<file path="config.mk">
export PLATFORM = sky130hd
export DESIGN_NAME = dpll_acq_ctrl
export DESIGN_NICKNAME = d
export VERILOG_FILES = /design/src/rtl/dpll_acq_ctrl.sv
export SDC_FILE = /design/constraint.sdc
export NUM_CORES = 1
export LEC_CHECK = 0
export CAP_MARGIN = 10
export CORE_ASPECT_RATIO = 0.75
export CORE_MARGIN = 3
export CORE_UTILIZATION = 59
export DETAILED_ROUTE_END_ITERATION = 10
export PLACE_DENSITY = 0.87
export SLEW_MARGIN = 20
export SYNTH_ARGS = -nofsm -noshare
export SYNTH_HDL_FRONTEND = slang
export SYNTH_SLANG_ARGS = --single-unit
</file>
<file path="constraint.sdc">
create_clock -name clk -period 10.58 [get_ports clk]
set_input_delay 2.116 -clock clk [delete_from_list [all_inputs] [get_ports clk]]
set_output_delay 2.116 -clock clk [all_outputs]
set_load 0.01 [all_outputs]
</file>
<file path="src/rtl/dpll_acq_ctrl.sv">
// Acquisition/lock sequencer for the digital PLL: drives the PLL reset and loop gain,
// declares lock/loss-of-lock from the phase error and falls back to holdover on reference loss.
module dpll_acq_ctrl #(
  parameter int RST_CYCLES = 16,
  parameter int CNT_W      = 16
) (
  input  logic             clk,
  input  logic             reset,
  input  logic             enable,
  input  logic             referenceClkEn,
  input  logic [7:0]       phaseError,
  input  logic [4:0]       acqGain,
  input  logic [4:0]       trackGain,
  input  logic [7:0]       lockThresh,
  input  logic [7:0]       unlockThresh,
  input  logic [CNT_W-1:0] lockCount,
  input  logic [CNT_W-1:0] unlockCount,
  input  logic [CNT_W-1:0] refTimeout,
  output logic             pllReset,
  output logic [4:0]       loopGain,
  output logic             locked,
  output logic             refLost,
  output logic [2:0]       state
);

  localparam logic [2:0] S_IDLE      = 3'd0;
  localparam logic [2:0] S_RESET_PLL = 3'd1;
  localparam logic [2:0] S_ACQUIRE   = 3'd2;
  localparam logic [2:0] S_TRACK     = 3'd3;
  localparam logic [2:0] S_HOLDOVER  = 3'd4;

  localparam logic [7:0]       RST_LAST = 8'(RST_CYCLES - 1);
  localparam logic [CNT_W-1:0] CNT_ONE  = {{(CNT_W-1){1'b0}}, 1'b1};

  function automatic logic [CNT_W-1:0] sat_inc(input logic [CNT_W-1:0] v);
    return (&v) ? v : v + CNT_ONE;
  endfunction

  logic [2:0]       r_state;
  logic [7:0]       r_rstCnt;
  logic [CNT_W-1:0] r_goodCnt;
  logic [CNT_W-1:0] r_badCnt;
  logic [CNT_W-1:0] r_refTimer;

  logic [2:0]       w_stateNext;
  logic [7:0]       w_rstCntNext;
  logic [CNT_W-1:0] w_goodNext;
  logic [CNT_W-1:0] w_badNext;
  logic [CNT_W-1:0] w_timerNext;

  // Sign-extend before negating so 8'h80 yields +128 rather than wrapping.
  logic signed [8:0] w_errSx;
  logic signed [8:0] w_errNeg;
  logic [8:0]        w_absErr;
  logic              w_lockGood;
  logic              w_unlockBad;
  logic [CNT_W-1:0]  w_goodInc;
  logic [CNT_W-1:0]  w_badInc;
  logic [CNT_W-1:0]  w_timerInc;
  logic [CNT_W-1:0]  w_lockTgt;
  logic [CNT_W-1:0]  w_unlockTgt;
  logic              w_refExpired;

  assign w_errSx      = {phaseError[7], phaseError};
  assign w_errNeg     = -w_errSx;
  assign w_absErr     = w_errSx[8] ? w_errNeg : w_errSx;
  assign w_lockGood   = (w_absErr <= {1'b0, lockThresh});
  assign w_unlockBad  = (w_absErr >  {1'b0, unlockThresh});
  assign w_goodInc    = sat_inc(r_goodCnt);
  assign w_badInc     = sat_inc(r_badCnt);
  assign w_timerInc   = sat_inc(r_refTimer);
  assign w_lockTgt    = (lockCount   == '0) ? CNT_ONE : lockCount;
  assign w_unlockTgt  = (unlockCount == '0) ? CNT_ONE : unlockCount;
  assign w_refExpired = (refTimeout != '0) && (w_timerInc >= refTimeout);

  always_comb begin
    w_stateNext  = r_state;
    w_rstCntNext = r_rstCnt;
    w_goodNext   = r_goodCnt;
    w_badNext    = r_badCnt;
    w_timerNext  = r_refTimer;
    if (!enable) begin
      w_stateNext = S_IDLE;
    end else begin
      case (r_state)
        S_IDLE: begin
          w_stateNext  = S_RESET_PLL;
          w_rstCntNext = '0;
        end
        S_RESET_PLL: begin
          w_rstCntNext = r_rstCnt + 8'd1;
          if (r_rstCnt == RST_LAST) begin
            w_stateNext = S_ACQUIRE;
            w_goodNext  = '0;
            w_timerNext = '0;
          end
        end
        S_ACQUIRE: begin
          if (referenceClkEn) begin
            w_timerNext = '0;
            if (w_lockGood) begin
              w_goodNext = w_goodInc;
              if (w_goodInc >= w_lockTgt) begin
                w_stateNext = S_TRACK;
                w_badNext   = '0;
              end
            end else begin
              w_goodNext = '0;
            end
          end else begin
            w_timerNext = w_timerInc;
            if (w_refExpired) w_stateNext = S_HOLDOVER;
          end
        end
        S_TRACK: begin
          if (referenceClkEn) begin
            w_timerNext = '0;
            if (w_unlockBad) begin
              w_badNext = w_badInc;
              if (w_badInc >= w_unlockTgt) begin
                w_stateNext = S_ACQUIRE;
                w_goodNext  = '0;
              end
            end else begin
              w_badNext = '0;
            end
          end else begin
            w_timerNext = w_timerInc;
            if (w_refExpired) w_stateNext = S_HOLDOVER;
          end
        end
        S_HOLDOVER: begin
          if (referenceClkEn) begin
            w_stateNext = S_ACQUIRE;
            w_goodNext  = '0;
            w_timerNext = '0;
          end
        end
        default: w_stateNext = S_IDLE;
      endcase
    end
  end

  always_ff @(posedge clk or posedge reset) begin
    if (reset) begin
      r_state    <= S_IDLE;
      r_rstCnt   <= '0;
      r_goodCnt  <= '0;
      r_badCnt   <= '0;
      r_refTimer <= '0;
    end else begin
      r_state    <= w_stateNext;
      r_rstCnt   <= w_rstCntNext;
      r_goodCnt  <= w_goodNext;
      r_badCnt   <= w_badNext;
      r_refTimer <= w_timerNext;
    end
  end

  // Outputs are decoded from the state held over the last cycle, so they trail r_state by one clk.
  always_ff @(posedge clk or posedge reset) begin
    if (reset) begin
      pllReset <= 1'b1;
      loopGain <= '0;
      locked   <= 1'b0;
      refLost  <= 1'b0;
      state    <= S_IDLE;
    end else begin
      state <= r_state;
      case (r_state)
        S_RESET_PLL: begin
          pllReset <= 1'b1;
          loopGain <= acqGain;
          locked   <= 1'b0;
          refLost  <= 1'b0;
        end
        S_ACQUIRE: begin
          pllReset <= 1'b0;
          loopGain <= acqGain;
          locked   <= 1'b0;
          refLost  <= 1'b0;
        end
        S_TRACK: begin
          pllReset <= 1'b0;
          loopGain <= trackGain;
          locked   <= 1'b1;
          refLost  <= 1'b0;
        end
        S_HOLDOVER: begin
          pllReset <= 1'b0;
          loopGain <= '0;
          locked   <= 1'b0;
          refLost  <= 1'b1;
        end
        default: begin
          pllReset <= 1'b1;
          loopGain <= '0;
          locked   <= 1'b0;
          refLost  <= 1'b0;
        end
      endcase
    end
  end

endmodule

</file>
# Word-level counts from Yosys, hierarchy flattened
# Index checks and enable logic that the tools add are counted.
dict set report totals {
  wordCells 97
  out_inout_bits 11
  regBits 70
  input_bits 86
}
dict set report classes {
  addsub 5
  mux 38
  reduce_logical 20
  n_lt_le_gt_ge 5
  eq_ne 19
}
# operator count
set op_table {}
lappend op_table {{$mux W16} 18}
lappend op_table {{$pmux W16 S4} 1}
lappend op_table {{$add A16 B1 Y16 const B} 3}
lappend op_table {{$ge A16 B16 Y1} 3}
lappend op_table {{$pmux W16 S3} 1}
lappend op_table {{$reduce_and A16 Y1} 3}
lappend op_table {{$logic_not A16 Y1} 2}
lappend op_table {{$pmux W16 S2} 1}
lappend op_table {{$mux W3} 10}
lappend op_table {{$ne A2 B2 Y1 const B} 8}
lappend op_table {{$ne A4 B4 Y1 const B} 4}
lappend op_table {{$pmux W8 S2} 1}
lappend op_table {{$reduce_bool A16 Y1} 1}
lappend op_table {{$pmux W3 S5} 1}
lappend op_table {{$reduce_and A6 Y1} 2}
lappend op_table {{$pmux W5 S2} 1}
lappend op_table {{$gt A9 B8 Y1} 1}
lappend op_table {{$le A9 B8 Y1} 1}
lappend op_table {{$mux W9} 1}
lappend op_table {{$neg A8 Y9} 1}
lappend op_table {{$add A8 B1 Y8 const B} 1}
lappend op_table {{$eq A8 B4 Y1 const B} 1}
lappend op_table {{$reduce_and A8 Y1} 1}
lappend op_table {{$eq A3 B2 Y1 const B} 2}
lappend op_table {{13 further kinds} 18}

# Logic depth before layout (Yosys ltp)
dict set report logic_depth {
  depth_word 8
  ltp_mapped 18
  depth_no_buf 16
}

# Worst setup path after synthesis
# OpenSTA, ideal clock, no wires.
dict set report synth_timing {
  kind {input-to-reg}
  startpoint {input phaseError[1]}
  endpoint {register r_goodCnt[8]}
  arrival_ps 4534
  cell_stages 11
  path_slack_ps 5936
  setup_time_ps 110
  path_buffers 0
  required_time_ps 10470
  path_cell_list {or3_1 -> or3_1 -> nor4b_1 -> ha_1 -> nand3_1 -> nand2b_1 -> a22oi_1 -> or3_1 -> inv_1 -> nand2_1 -> o41ai_1}
}
dict set report synth_between {
  elab_chain_cells 6
  word_cells_on_any_way 9
  classes_between {1 x add/sub; 2 x order compare; 1 x eq/ne; 4 x mux; 1 x reduce/logical}
}
# item line_no
set synth_rtl {}
lappend synth_rtl {{from (decl)} 11} ;# input logic [7:0] phaseError,
lappend synth_rtl {{$neg A8 Y9} 65} ;# assign w_errNeg = -w_errSx;
lappend synth_rtl {{$mux W9 (*)} 66} ;# assign w_absErr = w_errSx[8] ? w_errNeg : w_errSx;
lappend synth_rtl {{$le A9 B8 Y1} 67} ;# assign w_lockGood = (w_absErr <= {1'b0, lockThresh});
lappend synth_rtl {{$mux W16} 101} ;# if (w_lockGood) begin
lappend synth_rtl {{$mux W16} 99} ;# if (referenceClkEn) begin
lappend synth_rtl {{$pmux W16 S4} 85} ;# case (r_state)
lappend synth_rtl {{to (signal assigned)} 154} ;# r_goodCnt <= w_goodNext;
lappend synth_rtl {{to (decl)} 41} ;# logic [CNT_W-1:0] r_goodCnt;
# Mark *: on every way between the ends. The rest lies on a longest branch, timed or not. The select of a mux whose other input is x is not followed.
# A chain may end at the register's enable or synchronous reset.

# Worst setup path in the final report
dict set report layout_timing {
  startpoint {input phaseError[2]}
  endpoint {register r_goodCnt[9]}
}
# The elaborated chain is that of the path after synthesis.

==> run metrics <==
status=finished clean; crit-path max cell delay=~0.49 ns; CTS tree=built; CTS sink cnt=70; most used cell, CP=or3_1; Area Overhead vs Synth=22.3%; initial antenna violation count=0; Design Power=approximately 0.95 mW; switch share=between 30% and 40%; clk_lat worst skew=between 0.3 and 0.4 ns; reg-to-reg slack, setup=~6 ns; layout cell share with drive strength beyond 1=under 10%; Die Span X=122 µm; GR Util All Layers=28.7%; TritonCTS Buffers=9; quantity of I/O buffers inserted on ports=96; Pre-Repair DR Iteration Count=5; WL per Instance=roughly 17 µm; final instance area=7340 µm²; Post-Syn Area=between 5000 and 6000 µm²; Die H=about 93 µm; drc violations=0; Root Driver=clkbuf_16; I/O pin cnt=between 90 and 100; Post-Syn Nets=890; sequential share of power=35.6%; RSZ-0062 raised after global routing=false; gr ovfl total=0; Yosys top cell by area=dfrtp_1; met3 global-route usage=around 6.1%; Psw=0.315 mW; diode count=0; Final Net Count=around 980; kind of critical path=input port to flop; internal power=0.637 mW; worst rel slew slack=~29%; worst clock skew=around 0.0049 ns; die area=11400 µm²; MaxCap Viol Count=0; fin. max-slew vios=0; synth top area cells=dfrtp_1 29%, ha_1 14%, inv_1 4.6%, o21ai_0 4.6%, nor2_1 4.4%; starting density of the core=around three fifths; met2 GRT Util=between 40 and 50%; clock power share=between 30% and 40%; Synth warnings=0; P_leak=3.47 nW; cell count after synthesis=735; most common cell in the netlist=inv_1; Synth Area in Compound Gates=20.8%; Critical Path Sink Type=flop; Cell Rows=31; count of state elements after synthesis=70; fraction of synthesized area in multiplexers=~1.5%; post-synthesis cell type count=59; post-synthesis xor/xnor area fraction=under 10%; Critical Path Fanout Max=11; hold bufs inserted after CTS=0; f_max=~180 MHz; Synth top cells by count=74 x inv_1, 71 x nor2_1, 69 x dfrtp_1, 69 x ha_1, 59 x nand2_1; syn_area_per_cell=approximately 8.2 µm²; Placeable Area=roughly 9800 µm²; Starting DRT DRC Count=about 500; Synth Flop Type=dfrtp_1; setup bufs post-CTS=0; Slew @ Worst Pin=between 1 and 1.5 ns; HP Class=flop to flop; largest family of logic cells by synthesized area=simple AND/OR/NAND/NOR gates; post-synthesis simple-gate area fraction=21.4%; PD cells=~130 nW/µm²; Setup WS pre-CTS=around 4.8 ns; placed standard-cell area=~7000 µm²; crit path time final=~5.5 ns; largest net degree at the start of global routing=between 70 and 80; clk slew on worst S/H paths=~0.05 ns; adder-cell share of the synthesized area=approximately 14%; htree depth=3; Final period util=about 52%; Total Wirelength=16300 µm; startpoint types=input port; vias in the first global route=roughly 5.7k; ys async rst share=between 90% and 100%; slowest CP cell=nor4b_1; Synth top area share=28.8%; first-pass GRT wire length=around 26000 µm; Post-synth EDFFs=0; Fin Setup TNS=0 ns; VDD IR-drop max=between 0.1 and 0.15 mV; CP arrival=5.71 ns; Post-DP HPWL=approximately 13000 µm; ANT nets after route=0; RePlAce Congestion=~0.91; fin worst setup slack=~5.1 ns; Worst EP required=10.81 ns; M1 GR Usage=37.0%; vias per cell=around 6.1; CTS max path bufs=2; sequential cell area fraction in the yosys report=between 20% and 30%; routed vias=5863; combinational power share=32.2%; Fin. Hold Viols=0; final setup vio count=0; CP Cell Sequence=clkdlybuf4s50_1 -> or3_1 -> or3_1 -> nor4b_1 -> ha_1 -> nand3_1 -> nand2b_1 -> a22oi_1 -> or3_1 -> inv_1 -> nand2_1 -> o31ai_1; # resized after CTS=0; global route hottest layer=met2
state kept, by name, indices dropped and copies added, names as in the netlist:
signal      flops
r_goodCnt      16
r_refTimer     16
locked          1
state           3
r_state         3
loopGain        5
pllReset        1
r_rstCnt        8
refLost         1
r_badCnt       16
worst paths after layout:
check                              start            end  cells after the start
setup / recovery           phaseError[2]   r_goodCnt[9]                     12
hold / removal               r_badCnt[7]    r_badCnt[7]                      1
setup reg to reg            r_goodCnt[4]    r_badCnt[8]                     16
hold reg to reg              r_badCnt[7]    r_badCnt[7]                      1
max in group asynchronous          reset  r_refTimer[0]                      3
min in group asynchronous          reset    r_rstCnt[5]                      3
routing by layer:
layer,up-vias,part of all wire (%)
li1,2822,-
met1,2758,42
met2,241,49
met3,42,6.5
met4,0,2.2
met5,-,0
cell families (layout without fill, tap and decap cells):
group / count (synthesis) / count (layout)
buffers and inverters: 96 / 188
muxes: 8 / 8
DFF: 70 / 70
and+or+nand+nor: 257 / 257
AOI/OAI and AO/OA: 192 / 192
adders and majority gates: 69 / 69
xor gates and xnor gates: 43 / 43
critical path, delay by kind of cell:
family	cells	cell delay, ns
buffers and inverters	2	0.71
AND/OR/NAND/NOR	7	2.12
adder cells (fa/ha/maj)	1	0.35
AO/OA/AOI/OAI	2	0.40
placed cells by master, fill, tap and decap left out, types with 3 or more instances in the layout:
| cell | count |
|---|---|
| o22a_1 | 3 |
| o21a_1 | 10 |
| ha_1 | 69 |
| nand4_1 | 19 |
| o41ai_1 | 3 |
| o31ai_1 | 20 |
| xnor2_1 | 25 |
| and2_1 | 8 |
| and4_1 | 3 |
| clkinv_2 | 3 |
| a21o_1 | 10 |
| nor2_1 | 71 |
| and3_1 | 9 |
| o21ai_0 | 55 |
| clkdlybuf4s50_1 | 96 |
| a41oi_1 | 3 |
| xor2_1 | 18 |
| nor2b_1 | 5 |
| nand2b_1 | 8 |
| a211oi_1 | 5 |
| a21oi_1 | 43 |
| a22o_1 | 7 |
| o211ai_1 | 4 |
| nand3b_1 | 4 |
| a31o_2 | 4 |
| nor4_1 | 10 |
| inv_1 | 73 |
| mux2_2 | 8 |
| nand2_1 | 59 |
| nor3_1 | 12 |
| or3_1 | 6 |
| dfrtp_1 | 69 |
| clkbuf_16 | 9 |
| a31oi_1 | 5 |
| a22oi_1 | 6 |
| nand3_1 | 35 |
layout make-up:
cell class | instances | area, µm²
multi-input cells | 569 | 3860
well taps | 132 | 165
clock buffers | 12 | 256
repair buffers | 98 | 976
inverters | 74 | 278
fillers | 707 | 2440
flip-flops and latches | 70 | 1750
clock inverters | 4 | 45.0
through the flow:
step,hold slack [ns],instances,util (%)
global placement,0.507,942,71.9
floorplan,0.385,735,-
CTS,0.538,958,75.0
global route,0.569,959,75.1
finish,0.535,959,75.1
detailed placement,0.533,942,71.9
power by group through the flow:
stage	Sequential, mW	Combinational, mW	Clock, mW
2_1_floorplan	0.333	0.194	0
3_3_place_gp	0.340	0.284	0
3_5_place_dp	0.342	0.300	0
4_1_cts	0.338	0.303	0.308
5_1_grt	0.343	0.342	0.317
6_report	0.339	0.307	0.306
Note: power is estimated with default switching activity, not from simulation.
